## src/rtl/ps2_pkg.sv

```systemverilog
// ps2_pkg: shared state encoding, frame width and downstream key codes for the PS/2 receiver
package ps2_pkg;
    typedef enum logic [1:0] {
        IDLE   = 2'd0,
        DATA   = 2'd1,
        PARITY = 2'd2,
        STOP   = 2'd3
    } state_t;
    localparam int DATA_BITS = 8;
    localparam logic [7:0] BREAK = 8'hF0;
    localparam logic [7:0] EXT   = 8'hE0;
endpackage

```

## src/rtl/ps2_line_filter.sv

```systemverilog
// ps2_line_filter: synchronises a raw pin, rejects glitches shorter than FILTER_LEN cycles, flags falling edges
module ps2_line_filter
    import ps2_pkg::*;
#(
    parameter int SYNC_STAGES = 2,
    parameter int FILTER_LEN  = 8
) (
    input  logic clk,
    input  logic rst,
    input  logic pin,
    output logic fall
);
    logic [SYNC_STAGES-1:0] sync;
    logic [FILTER_LEN-1:0]  sh;
    logic                   level;
    logic                   level_q;

    // sync chain, filter window and hysteretic level; everything idles high
    always_ff @(posedge clk) begin
        if (rst) begin
            sync    <= '1;
            sh      <= '1;
            level   <= 1'b1;
            level_q <= 1'b1;
        end else begin
            sync    <= {sync[SYNC_STAGES-2:0], pin};
            sh      <= {sh[FILTER_LEN-2:0], sync[SYNC_STAGES-1]};
            level   <= (sh == '0) ? 1'b0 : (&sh) ? 1'b1 : level;
            level_q <= level;
        end
    end

    assign fall = level_q & ~level;
endmodule

```

## src/rtl/ps2_frame_rx.sv

```systemverilog
// ps2_frame_rx: PS/2 device-to-host frame receiver with parity/stop checks; PS2_RX_TIMEOUT_EN adds an inter-edge timeout
module ps2_frame_rx
    import ps2_pkg::*;
#(
    parameter int SYNC_STAGES    = 2,
    parameter int FILTER_LEN     = 8,
    parameter int TIMEOUT_CYCLES = 100000
) (
    input  logic       clk,
    input  logic       rst,
    input  logic       ps2_clk,
    input  logic       ps2_data,
    output logic [7:0] data,
    output logic       valid,
    output logic       parity_err,
    output logic       frame_err
);
    logic                   fall;
    logic                   sd;
    logic [SYNC_STAGES-1:0] dsync;
    logic                   timeout;
    state_t                 state;
    logic [2:0]             cnt;
    logic [7:0]             shreg;
    logic                   par;

    ps2_line_filter #(.SYNC_STAGES(SYNC_STAGES), .FILTER_LEN(FILTER_LEN)) u_clk_filter (
        .clk (clk),
        .rst (rst),
        .pin (ps2_clk),
        .fall(fall)
    );

    // data pin only needs synchronising: it is sampled mid clock-low
    always_ff @(posedge clk) begin
        if (rst) dsync <= '1;
        else     dsync <= {dsync[SYNC_STAGES-2:0], ps2_data};
    end

    assign sd = dsync[SYNC_STAGES-1];

`ifdef PS2_RX_TIMEOUT_EN
    localparam int TW = $clog2(TIMEOUT_CYCLES + 1);
    logic [TW-1:0] tcnt;

    // idle time since the last falling edge while a frame is in progress
    always_ff @(posedge clk) begin
        if (rst || fall || state == IDLE) tcnt <= '0;
        else if (tcnt != TW'(TIMEOUT_CYCLES)) tcnt <= tcnt + 1'b1;
    end

    assign timeout = (state != IDLE) && (tcnt == TW'(TIMEOUT_CYCLES));
`else
    assign timeout = (TIMEOUT_CYCLES < 0);
`endif

    // frame FSM with registered one-cycle result pulses
    always_ff @(posedge clk) begin
        if (rst) begin
            state      <= IDLE;
            cnt        <= '0;
            shreg      <= '0;
            par        <= 1'b0;
            data       <= '0;
            valid      <= 1'b0;
            parity_err <= 1'b0;
            frame_err  <= 1'b0;
        end else begin
            valid      <= 1'b0;
            parity_err <= 1'b0;
            frame_err  <= 1'b0;
            if (fall) begin
                case (state)
                    IDLE: begin
                        if (!sd) begin
                            state <= DATA;
                            cnt   <= '0;
                        end
                    end
                    DATA: begin
                        shreg[cnt] <= sd;
                        cnt        <= cnt + 3'd1;
                        if (cnt == 3'(DATA_BITS - 1)) state <= PARITY;
                    end
                    PARITY: begin
                        par   <= sd;
                        state <= STOP;
                    end
                    STOP: begin
                        state <= IDLE;
                        if (!sd) frame_err <= 1'b1;
                        else if (!(^{shreg, par})) parity_err <= 1'b1;
                        else begin
                            data  <= shreg;
                            valid <= 1'b1;
                        end
                    end
                    default: state <= IDLE;
                endcase
            end else if (timeout) begin
                state     <= IDLE;
                frame_err <= 1'b1;
            end
        end
    end
endmodule

```

## config.mk

```make
export PLATFORM = sky130hd
export DESIGN_NAME = ps2_frame_rx
export DESIGN_NICKNAME = d
export VERILOG_FILES = /design/src/rtl/ps2_pkg.sv /design/src/rtl/ps2_line_filter.sv /design/src/rtl/ps2_frame_rx.sv
export SDC_FILE = /design/constraint.sdc
export NUM_CORES = 1
export LEC_CHECK = 0
export ABC_AREA = 1
export BUFFER_PORTS_ARGS = -buffer_cell sky130_fd_sc_hd__buf_2
export CORE_AREA = 2 2 65 67
export CTS_CLUSTER_DIAMETER = 100
export CTS_CLUSTER_SIZE = 40
export DETAILED_ROUTE_END_ITERATION = 6
export DIE_AREA = 0 0 67 69
export PLACE_DENSITY = 0.61
export SLEW_MARGIN = 25
export SYNTH_ARGS = -nofsm -noshare
export SYNTH_HDL_FRONTEND = slang
export SYNTH_SLANG_ARGS = --single-unit
```

## constraint.sdc

```tcl
create_clock -name clk -period 1.94 [get_ports clk]
set_input_delay 0.388 -clock clk [delete_from_list [all_inputs] [get_ports clk]]
set_output_delay 0.388 -clock clk [all_outputs]
set_load 0.05 [all_outputs]
```

==> results_dict.tcl <==
set metrics [dict create \
    swShare 0.1796 \
    slew_violations 0 \
    die_x_um 67 \
    worstSetupPathType "reg2reg" \
    ant_nets 0 \
    worstMarginPinSlew_ns 0.4257 \
    start_kind "flop" \
    seq_area_frac_synth 0.4578 \
    period_minus_slack_ns 1.550 \
    ys_ff_latch 39 \
    yosys.area.top_type "dfxtp_1" \
    clk_latency_ns 0.29 \
    synth_top_area_share 0.4578 \
    path_clk_slew_ns 0.07 \
    dp_hpwl_mm 2.021 \
    combPwrFrac 0.018 \
    pwr_density_cell_mw_per_mm2 828.5 \
    relSlewSlack 0.7140 \
    crit_arrival_ns 1.71 \
    synth-edff-count 0 \
    dr_total_vias 1366 \
    hold_path_class "in2reg" \
    cp-end-kind "flop" \
    htree_levels 2 \
    clkSinkCount 39 \
    die_h_um 69 \
    finalSetupViolCount 0 \
    drt_iter0_drc 54 \
    peakVddDrop_uv 313.8 \
    seq_power_share 0.498 \
    drt-wirelength-per-cell_um 9.401 \
    post_cts_buffers 0 \
    outcome "completed" \
    mostFrequentLayoutCell "nand2_1" \
    io_buffers 14 \
    critPathRequiredTime_ns 2.10 \
    fmax_mhz 645.0 \
    syn_nets 242 \
    fin_util 0.4997 \
    grt_pass1_wl_mm 4.968 \
    p_int_w 0.001329 \
    synth_cell_type_count 27 \
    tritoncts "built" \
    nFillCells 399 \
    nets 261 \
    die-area_mm2 0.004623 \
    synthToLayoutAreaGrowth_pct 14.67 \
    p_total_w 0.001620 \
    async_reset_ff_frac 0 \
    core_area_mm2 0.003914 \
    cts_buffer_depth 2 \
    antenna_found_initial 0 \
    overflow 0 \
    synth_area_per_cell_um2 7.351 \
    p_sw_w 0.0002909 \
    final_cell_mix "65 x nand2_1, 39 x dfxtp_1, 30 x inv_1" \
    finalHoldViolCount 0 \
    cts_root_buf "clkbuf_8" \
    rsz0062_at_grt "no" \
    io_pins 15 \
    yosys_most_used_dff "dfxtp_1" \
    first_pass_iters 4 \
    synth.area.top_cells "dfxtp_1 46%, nand2_1 14%, inv_1 6.6%, nor2_1 5.7%, ha_1 4.4%" \
    ctsResizeCount 0 \
    synthCells 232 \
    drive_gt1_frac 0.1667 \
    track_usage 0.1389 \
    cts_hold_buf 0 \
    n_antenna_cell 0 \
    yosysWarnings 0 \
    synth_area_mm2 0.001705 \
    r2r_slack_ns 0.39 \
    grt_max_degree 23 \
    initial_core_util 0.4357 \
    pwr-share-clk 0.484 \
    power.leakage_nw 0.9405 \
    rows 23 \
    cts_buffers 5 \
    gp_congestion 0.7729 \
    fin_area_mm2 0.001956 \
    routed_wl_mm 2.839 \
    min_period_over_period 0.7991 \
    crit_fanout 16 \
    route.detailed.drc 0 \
    vias_per_cell 4.523 \
    maxCapViolCount 0 \
    fin_setup_tns_ns 0 \
    clock_skew_ns 0.008234 \
    placed_cell_area_mm2 0.001823 \
    grt_pass1_vias 1174 \
]
-- final timing paths --
| check | from | endpoint | cells past startpoint |
|---|---|---|---|
| worst max-delay path | shreg[3]$_SDFFE_PP0P_ | data[7]$_SDFFE_PP0P_ | 8 |
| worst min-delay path | ps2_clk | u_clk_filter.sync[0]$_SDFF_PP1_ | 2 |
| worst max register to register | shreg[3]$_SDFFE_PP0P_ | data[7]$_SDFFE_PP0P_ | 8 |
| worst min register to register | u_clk_filter.sync[1]$_SDFF_PP1_ | u_clk_filter.sh[0]$_SDFF_PP1_ | 1 |
-- flip-flops by register name (all words and copies together), names as in the netlist, 2 cells and up --
name / cells
u_clk_filter.sh: 8
data: 8
dsync: 2
u_clk_filter.sync: 2
state: 2
shreg: 8
cnt: 3
-- stage by stage --
stage | setup slack [ns] | hold slack (ns) | cells
after CTS | 0.3834 | 0.2646 | 302
after global placement | 0.4095 | 0.3925 | 294
after detailed placement | 0.4138 | 0.3937 | 294
after global routing | 0.1271 | 0.2626 | 302
after floorplan | 0.4993 | 0.3895 | 232
final | 0.3897 | 0.2733 | 302
-- critical path: stages (launching register included) --
cell	delay (ns)
dfxtp_1	0.41
xnor2_1	0.17
nand2_1	0.07
nand2_1	0.09
nand2_1	0.06
nand3_1	0.12
nand3_2	0.28
nand2_1	0.17
a21oi_2	0.06
-- layer usage --
| metal | GRT usage | part of all wire | vias up |
|---|---|---|---|
| li1 | - | - | 763 |
| met1 | 0.1901 | 0.54 | 574 |
| met2 | 0.1980 | 0.40 | 24 |
| met3 | 0.04894 | 0.043 | 5 |
| met4 | 0.05442 | 0.017 | 0 |
| met5 | 0 | 0 | - |
-- logic make-up (layout without fill, tap and decap cells) --
| family | count (synthesis) | count (layout) | synth area share |
|---|---|---|---|
| AND/OR/NAND/NOR | 120 | 120 | 0.3045 |
| flip-flops | 39 | 39 | 0.4578 |
| buffers and inverters | 36 | 56 | 0.09024 |
| AO/OA/AOI/OAI | 30 | 30 | 0.09832 |
| adder cells (fa/ha/maj) | 6 | 6 | 0.04402 |
| XOR/XNOR | 1 | 1 | 0.005137 |
-- power groups by stage --
stage / registers [W] / logic, W / clock network, W
6_report: 0.000807 / 0.0000284 / 0.000785
5_1_grt: 0.000808 / 0.0000325 / 0.000847
4_1_cts: 0.000807 / 0.0000285 / 0.000807
3_5_place_dp: 0.000826 / 0.0000285 / 0
3_3_place_gp: 0.000825 / 0.0000287 / 0
2_1_floorplan: 0.000825 / 0.0000210 / 0
-- cells in the mapped netlist (all sizes together) (2+ instances only) --
cell type,number
a21oi,15
a311oi,2
buf,2
clkbuf,3
dfxtp,39
ha,6
inv,31
nand2,66
nand3,6
nand4,2
nor2,27
nor3,5
o21ai,10
or2,12
-- cell type report --
class | count | area (um2) | area share
repair buffers | 17 | 92.59 | 0.04734
inverters | 31 | 116.4 | 0.05950
well taps | 50 | 62.56 | 0.03199
multi-input cells | 157 | 770.7 | 0.3941
clock inverters | 2 | 60.06 | 0.03071
clock buffers | 6 | 72.57 | 0.03711
flip-flops and latches | 39 | 780.7 | 0.3992
Note: power is estimated with default switching activity, not from simulation.
